===== src/rtl/yacht_pkg.sv =====
// Constants and state encoding for the dice game, shared by the roll sequencer,
// the game FSM and the scorer.
package yacht_pkg;

  localparam int NUM_DICE = 5;
  localparam logic [NUM_DICE-1:0] ALL_HELD = 5'b11111;
  localparam int DEFAULT_MAX_ROLLS = 3;

  typedef enum logic [1:0] {
    IDLE = 2'd0,
    ANIM = 2'd1,
    WAIT = 2'd2,
    FULL = 2'd3
  } roll_state_t;

endpackage


===== src/rtl/btn_sync_edge.sv =====
// Push-button conditioner: 2-FF synchronizer, optional debounce, rising-edge pulse.
// Debounce is built only when ROLL_DEBOUNCE_EN is defined.
module btn_sync_edge #(
  parameter int DEB_CYCLES = 500_000
) (
  input  logic clk,
  input  logic reset_n,
  input  logic btn,
  output logic press
);

  logic btn_meta;
  logic btn_sync;
  logic level;
  logic level_prev;

  always_ff @(posedge clk or negedge reset_n) begin
    if (!reset_n) begin
      btn_meta <= 1'b0;
      btn_sync <= 1'b0;
    end else begin
      btn_meta <= btn;
      btn_sync <= btn_meta;
    end
  end

`ifdef ROLL_DEBOUNCE_EN
  localparam int DW = $clog2(DEB_CYCLES + 1);

  logic [DW-1:0] deb_cnt;

  // The level only follows the synchronized input after DEB_CYCLES stable cycles.
  always_ff @(posedge clk or negedge reset_n) begin
    if (!reset_n) begin
      deb_cnt <= '0;
      level   <= 1'b0;
    end else if (btn_sync == level) begin
      deb_cnt <= '0;
    end else if (deb_cnt == DW'(DEB_CYCLES - 1)) begin
      deb_cnt <= '0;
      level   <= btn_sync;
    end else begin
      deb_cnt <= deb_cnt + 1'b1;
    end
  end
`else
  assign level = btn_sync;
`endif

  always_ff @(posedge clk or negedge reset_n) begin
    if (!reset_n) level_prev <= 1'b0;
    else          level_prev <= level;
  end

  assign press = level & ~level_prev;

endmodule


===== src/rtl/roll_sequencer.sv =====
// Per-turn roll controller: turns ROLL presses into timed roll_en bursts and counts rolls.
// Define ROLL_DEBOUNCE_EN to debounce the ROLL button (adds DEB_CYCLES of latency).
module roll_sequencer
  import yacht_pkg::*;
#(
  parameter int MAX_ROLLS   = DEFAULT_MAX_ROLLS,
  parameter int ANIM_PULSES = 12,
  parameter int ANIM_PERIOD = 2_500_000,
  parameter int DEB_CYCLES  = 500_000
) (
  input  logic                clk,
  input  logic                reset_n,
  input  logic                roll_btn,
  input  logic [NUM_DICE-1:0] hold_sw,
  input  logic                score_done,
  output logic                roll_en,
  output logic [NUM_DICE-1:0] hold_out,
  output logic [1:0]          roll_cnt,
  output logic                rolling,
  output logic                can_score
);

  localparam int PW = (ANIM_PERIOD > 2) ? $clog2(ANIM_PERIOD) : 1;
  localparam int CW = $clog2(ANIM_PULSES + 1);
  localparam logic [PW-1:0] PERIOD_LAST = PW'(ANIM_PERIOD - 1);
  localparam logic [CW-1:0] PULSES_ALL  = CW'(ANIM_PULSES);
  localparam logic [1:0]    ROLLS_MAX   = 2'(MAX_ROLLS);

  roll_state_t state, state_next;
  logic [NUM_DICE-1:0] hold_meta, hold_sync, hold_next;
  logic [1:0]          roll_cnt_next;
  logic [PW-1:0]       period_cnt, period_next;
  logic [CW-1:0]       pulse_cnt, pulse_next;
  logic                press;

  btn_sync_edge #(
    .DEB_CYCLES(DEB_CYCLES)
  ) u_roll_btn (
    .clk    (clk),
    .reset_n(reset_n),
    .btn    (roll_btn),
    .press  (press)
  );

  always_ff @(posedge clk or negedge reset_n) begin
    if (!reset_n) begin
      hold_meta  <= '0;
      hold_sync  <= '0;
      state      <= IDLE;
      hold_out   <= '0;
      roll_cnt   <= 2'd0;
      period_cnt <= '0;
      pulse_cnt  <= '0;
    end else begin
      hold_meta  <= hold_sw;
      hold_sync  <= hold_meta;
      state      <= state_next;
      hold_out   <= hold_next;
      roll_cnt   <= roll_cnt_next;
      period_cnt <= period_next;
      pulse_cnt  <= pulse_next;
    end
  end

  // Counters rest at zero outside ANIM so every burst starts with a pulse.
  always_comb begin
    state_next    = state;
    hold_next     = hold_out;
    roll_cnt_next = roll_cnt;
    period_next   = '0;
    pulse_next    = '0;
    roll_en       = 1'b0;
    case (state)
      IDLE: begin
        roll_cnt_next = 2'd0;
        if (press) begin
          hold_next  = '0;
          state_next = ANIM;
        end
      end
      ANIM: begin
        if (pulse_cnt == PULSES_ALL) begin
          roll_cnt_next = roll_cnt + 2'd1;
          state_next    = (roll_cnt + 2'd1 == ROLLS_MAX) ? FULL : WAIT;
        end else begin
          period_next = (period_cnt == PERIOD_LAST) ? '0 : period_cnt + 1'b1;
          pulse_next  = pulse_cnt;
          if (period_cnt == '0) begin
            roll_en    = 1'b1;
            pulse_next = pulse_cnt + 1'b1;
          end
        end
      end
      WAIT: begin
        hold_next = hold_sync;
        if (score_done) begin
          roll_cnt_next = 2'd0;
          hold_next     = '0;
          state_next    = IDLE;
        end else if (press && hold_sync != ALL_HELD) begin
          state_next = ANIM;
        end
      end
      FULL: begin
        if (score_done) begin
          roll_cnt_next = 2'd0;
          hold_next     = '0;
          state_next    = IDLE;
        end
      end
      default: state_next = IDLE;
    endcase
  end

  assign rolling   = (state == ANIM);
  assign can_score = (roll_cnt != 2'd0) && (state != ANIM);

endmodule


===== config.mk =====
export PLATFORM = sky130hd
export DESIGN_NAME = roll_sequencer
export DESIGN_NICKNAME = d
export VERILOG_FILES = /design/src/rtl/yacht_pkg.sv /design/src/rtl/btn_sync_edge.sv /design/src/rtl/roll_sequencer.sv
export SDC_FILE = /design/constraint.sdc
export NUM_CORES = 1
export LEC_CHECK = 0
export CORE_MARGIN = 8
export CORE_UTILIZATION = 30
export DETAILED_ROUTE_END_ITERATION = 8
export GPL_TIMING_DRIVEN = 0
export MAX_ROUTING_LAYER = met4
export PLACE_DENSITY = 0.59
export SLEW_MARGIN = 15
export SYNTH_ARGS = -nofsm -noshare
export SYNTH_HDL_FRONTEND = slang
export SYNTH_SLANG_ARGS = --single-unit

===== constraint.sdc =====
create_clock -name clk -period 1.7 [get_ports clk]
set_input_delay 0.17 -clock clk [delete_from_list [all_inputs] [get_ports clk]]
set_output_delay 0.17 -clock clk [all_outputs]
set_load 0.01 [all_outputs]

==> results of run 1 <==
-- worst paths after layout --
check / cells after the start / from / end
min in group asynchronous: 2 / reset_n / hold_out[1]$_DFFE_PN0P_
worst min register to register: 0 / hold_meta[2]$_DFF_PN0_ / hold_sync[2]$_DFF_PN0_
worst max-delay path: 4 / period_cnt[9]$_DFF_PN0_ / period_cnt[17]$_DFF_PN0_
worst max register to register: 4 / period_cnt[9]$_DFF_PN0_ / period_cnt[17]$_DFF_PN0_
max in group asynchronous: 3 / reset_n / period_cnt[10]$_DFF_PN0_
worst min-delay path: 1 / hold_sw[3] / hold_meta[3]$_DFF_PN0_
-- repair_timing --
| action | in CTS | in global routing |
|---|---|---|
| endpoints found under the hold margin | 14 | 0 |
| hold buffers | 1 | 0 |
| gates resized for setup | 47 | 37 |
| cloned | 2 | 0 |
| buffers inserted | 14 | 3 |
| pin swaps | 13 | 15 |
| endpoints found under the setup margin | 27 | 26 |
-- registers in the layout, indices dropped and copies added (netlist names), 2 cells and up --
name,cells
hold_sync,5
period_cnt,22
hold_meta,5
pulse_cnt,4
state,2
hold_out,5
roll_cnt,2
-- cell type report --
| type | count | area share |
|---|---|---|
| timing repair buffer | 39 | 0.118 |
| sequential | 48 | 0.391 |
| buffer | 8 | 0.0287 |
| multi-input combinational | 149 | 0.374 |
| clock buffer | 5 | 0.0222 |
| clock inverter | 3 | 0.0153 |
| inverter | 9 | 0.0109 |
| tap | 99 | 0.0400 |
-- layer usage --
metal	GRT usage	up-vias	wire length, um
li1	-	861	-
met1	0.120	922	2290
met2	0.187	32	2770
met3	0.0211	7	181
met4	0.0361	0	59
met5	-	-	0
-- kinds of logic after synthesis --
logic type	synth area share
AOI/OAI and AO/OA	0.0939
xor gates and xnor gates	0.0509
adders and majority gates	0.0391
buffers and inverters	0.0335
DFF	0.537
muxes	0.00894
and+or+nand+nor	0.237
-- power breakdown --
part	internal [mW]	switching (mW)	total [mW]	leakage (nW)
Clock	0.443	0.398	0.841	0.0583
Combinational	0.560	0.596	1.16	0.592
Sequential	1.25	0.0898	1.34	0.613
-- critical path: stages, from the launching register on --
cell and delay, ns:
dfrtp_1 0.46, nand4_2 0.16, or3_4 0.45, or4b_1 0.55, a21oi_2 0.16
-- stage by stage --
stage	hold WS, ns	cells	setup TNS, ns
6_report	0.294	360	-2.26
5_1_grt	0.280	360	-3.79
4_1_cts	0.291	357	-2.11
3_5_place_dp	0.116	332	-7.53
3_3_place_gp	0.332	331	-50.65
2_1_floorplan	-0.126	214	-0.00668
-- cells in the final DEF, fill, tap and decap left out, types with 6 or more instances in the layout --
cell type         n
buf_4            14
clkbuf_8          6
a21oi_1           7
nand2_1           8
and4_1            6
nand3_1          14
clkdlybuf4s50_1  14
xnor2_1           7
inv_1             8
xor2_1            6
nor2_1           11
nor2_4           10
o21ai_0           7
nand4_1          10
dfrtp_1          40
dfrtp_2           8
buf_6             7
==> flow_summary.yaml, run 1 <==
die:
  die_area_mm2: 0.0105
  num_rows: 31
  core_area_mm2: 0.00725
  die_height_um: 102
  die_w_um: 102
  start_util: 0.309
  io_pins: 19
place:
  gp_congestion: 0.815
  dp_slack_ns: -0.479
  dpl_cell_area_mm2: 0.00257
  place_hpwl_mm: 3.35
  port_buffers: 18
hold_path:
  hp-class: "primary input to flip-flop"
timing:
  fin_crit_ns: 1.85
  skew_ns: 0.0129
  rsz0062_at_grt: "true"
  clock.fmax_mhz: 541
  relSlewSlack: 0.631
  period_share: 1.09
  setup_viol_count_final: 24
  maxSlewViolCount: 0
  worstMarginPinSlew_ns: 0.547
  worst_slack_ns: -0.148
  hold_violations: 0
synth:
  netlist_top_cells_area: "dfrtp_1 (54%), nor2_1 (4.2%), ha_1 (3.9%), nand3_1 (3.4%), nand4_1 (2.8%)"
  synth_most_common_cell: "dfrtp_1"
  synthArstFlopShare: 1.00
  syn_area_mm2: 0.00224
  ys_seq_area_frac: 0.537
  yosys.area.top_type: "dfrtp_1"
  synthesis.nets: 230
  synth_flop_cell: "dfrtp_1"
  synth_cells: 214
  synth_seq_cells: 48
  ys_types: 37
  synth-edff-count: 0
  synthTopCellsByCount: "dfrtp_1 (48), nor2_1 (25), nand3_1 (15), a21oi_1 (12), nand4_1 (10)"
  yosysWarnings: 0
  synth.avg_cell_area_um2: 10.5
  synth_top_area_share: 0.537
route:
  postRouteWirelength_mm: 5.30
  remaining_drc_errors: 0
  ant_nets: 0
  wire_per_inst_um: 14.7
  vias: 1822
  drt_first_pass_iters: 4
  drt_iter0_drc: 91
  viasPerCell: 5.06
setup_path:
  r2r_slack_ns: -0.15
  worstPathArrival_ns: 2.08
  cp_max_fo: 6
  worstPathRequired_ns: 1.93
  cp-start-kind: "flip-flop"
  crit_type: "flip-flop to flip-flop"
  end_kind: "flip-flop"
layout:
  syn2layout_area_growth_pct: 38.5
  fin_util: 0.427
  n_antenna_cell: 0
  drive_gt1_frac: 0.318
  final_area_mm2: 0.00310
  multi_input_area_mm2: 0.00116
  nets: 276
  fill_cells: 694
  seq_area_mm2: 0.00121
grt:
  grt_overflow: 0
  antenna_found_initial: 0
  grt_max_degree: 35
  grtUsageTotal: 0.107
  grt_pass1_wl_mm: 8.66
  grt_pass1_vias: 1790
run_status:
  violations: "setup timing"
  status: "complete, but fails checks"
flow_run:
  drv_cap: 0
cts:
  h-tree-depth: 2
  cts-root-buf: "clkbuf_8"
  insertion_delay_ns: 0.30
  cts_buffers: 5
  clk_transition_reported_paths_ns: 0.10
  tritoncts: "yes"
  clock-sinks: 48
  cts_buffer_depth: 2
power:
  peakVddDrop_mv: 0.417
  p_leak_nw: 1.26
  p_per_area_mw_per_mm2: 1080
  power.total_mw: 3.34
No activity file was read; power rests on OpenSTA's default activity.
==> run 2: changes to the inputs <==
TNS_END_PERCENT = 50   (was default)
==> flow_summary.yaml, run 2 (synthesized netlist as in run 1, its figures left out) <==
setup_path:
  cp-startpoint: "period_cnt[15]$_DFF_PN0_"
  cp_max_fo: 6
  crit_type: "flip-flop to flip-flop"
  r2r-end: "period_cnt[17]$_DFF_PN0_"
  r2r_slack_ns: -0.11
  worst-r2r-cell-count: 5
  worstPathArrival_ns: 2.04
  worstPathRequired_ns: 1.93
  cp-start-kind: "flip-flop"
  r2r_start: "period_cnt[15]$_DFF_PN0_"
  end_kind: "flip-flop"
die:
  die_w_um: 102
  core_area_mm2: 0.00725
  io_pins: 19
  die_area_mm2: 0.0105
  die_height_um: 102
  num_rows: 31
  start_util: 0.309
place:
  numPlacedInstances: 332
  gp_congestion: 0.815
  port_buffers: 18
  place_hpwl_mm: 3.35
flow_run:
  drv_cap: 0
route:
  remaining_drc_errors: 0
  vias: 1782
  wire_per_inst_um: 14.2
  viasPerCell: 4.98
  postRouteWirelength_mm: 5.07
  drt_first_pass_iters: 4
  ant_nets: 0
  drt_iter0_drc: 82
timing:
  relSlewSlack: 0.629
  fin_crit_ns: 1.81
  hold_violations: 0
  rsz0062_at_grt: "true"
  period_share: 1.07
  holdWs_ns: 0.293
  worstMarginPinSlew_ns: 0.551
  clock.fmax_mhz: 552
  skew_ns: 0.0127
  setup_viol_count_final: 24
  maxSlewViolCount: 0
  worst_slack_ns: -0.111
power:
  power.total_mw: 3.15
  power_frac_seq: 0.426
  swShare: 0.313
  peakVddDrop_mv: 0.383
  p_sw_mw: 0.987
  p_leak_nw: 1.26
  p_per_area_mw_per_mm2: 1060
  clockPowerShare: 0.265
  p_int_mw: 2.16
  combPwrFrac: 0.309
cts:
  cts-root-buf: "clkbuf_8"
  h-tree-depth: 2
  cts_buffers: 5
  clk_transition_reported_paths_ns: 0.10
  insertion_delay_ns: 0.30
  cts_buffer_depth: 2
  tritoncts: "yes"
  clock-sinks: 48
layout:
  final_common_cell: "dfrtp_1"
  syn2layout_area_growth_pct: 32.5
  largest_reg_flops: 22
  final_cell_mix: "dfrtp_1 (39), nor2_1 (25), buf_4 (15)"
  drive_gt1_frac: 0.255
  largest-register: "period_cnt"
  stdcell_count: 358
  n_antenna_cell: 0
  nets: 274
hold_path:
  hp-start: "hold_sw[3]"
  hold_depth: 1
  hp-class: "primary input to flip-flop"
  min_to: "hold_meta[3]$_DFF_PN0_"
grt:
  grt_overflow: 0
  antenna_found_initial: 0
  grt_pass1_wl_mm: 8.42
  grtUsageTotal: 0.104
  grt_pass1_vias: 1741
  grt_max_degree: 35
run_status:
  violations: "setup timing"
  status: "complete, but fails checks"
-- run 2: changes by cell type in the layout (fill, tap and decap cells not counted), sizes merged --
cell / previous run / this run
buf: 27 / 26
clkbuf: 8 / 7
-- run 2: timing repair --
item / CTS / global route
pin swaps: 6 / 7
buffers inserted: 10 / 5
hold buffers: 1 / 0
endpoints found under the hold margin: 14 / 0
gates cloned: 2 / 0
endpoints found under the setup margin: 27 / 25
gates resized for setup: 34 / 18
-- run 2: layer usage --
layer  track usage  share of wire  vias up
li1              -              -      860
met1         0.121           0.45      880
met2         0.176           0.50       35
met3        0.0211          0.036        7
met4        0.0339          0.011        0
met5             -              0        -
-- run 2: layout make-up --
| class | count | area [um^2] |
|---|---|---|
| Timing Repair Buffer | 37 | 337 |
| Clock inverter | 3 | 47.5 |
| Multi-Input combinational cell | 149 | 1070 |
| Fill cell | 719 | 4290 |
| Clock buffer | 5 | 68.8 |
| Tap cell | 99 | 124 |
| Sequential cell | 48 | 1210 |
| Inverter | 9 | 33.8 |
| Buffer | 8 | 72.6 |
-- run 2: worst max-delay path: stages, from the launching register on --
cell	delay [ns]
dfrtp_1	0.41
buf_4	0.15
nand4_1	0.12
or3_4	0.39
or4b_1	0.51
a21oi_1	0.16
-- run 2: how the worst max path moves through the flow --
stage          slack, ns                       end
2_1_floorplan     -0.007  period_cnt[18]$_DFF_PN0_
3_3_place_gp       -0.90   period_cnt[1]$_DFF_PN0_
3_5_place_dp       -0.48                   roll_en
4_1_cts            -0.17  pulse_cnt[3]$_DFFE_PN0P_
5_1_grt            -0.18                   roll_en
6_report           -0.11  period_cnt[17]$_DFF_PN0_
-- run 2: power groups by stage --
stage,logic [mW],registers [mW],clock network (mW)
floorplan,0.468,1.34,0
CTS,0.883,1.33,0.870
detailed placement,0.680,1.36,0
global route,1.09,1.36,0.909
finish,0.972,1.34,0.836
global placement,0.665,1.35,0
-- run 2: metrics by stage --
stage                util  setup WS [ns]  instance area, um^2  setup TNS, ns
detailed placement  0.354         -0.479                 2570          -7.53
CTS                 0.395         -0.167                 2860          -2.23
finish              0.409         -0.111                 2970          -1.96
global route        0.409         -0.180                 2970          -3.19
floorplan               -       -0.00668                 2250       -0.00668
global placement    0.352         -0.903                 2550         -50.65
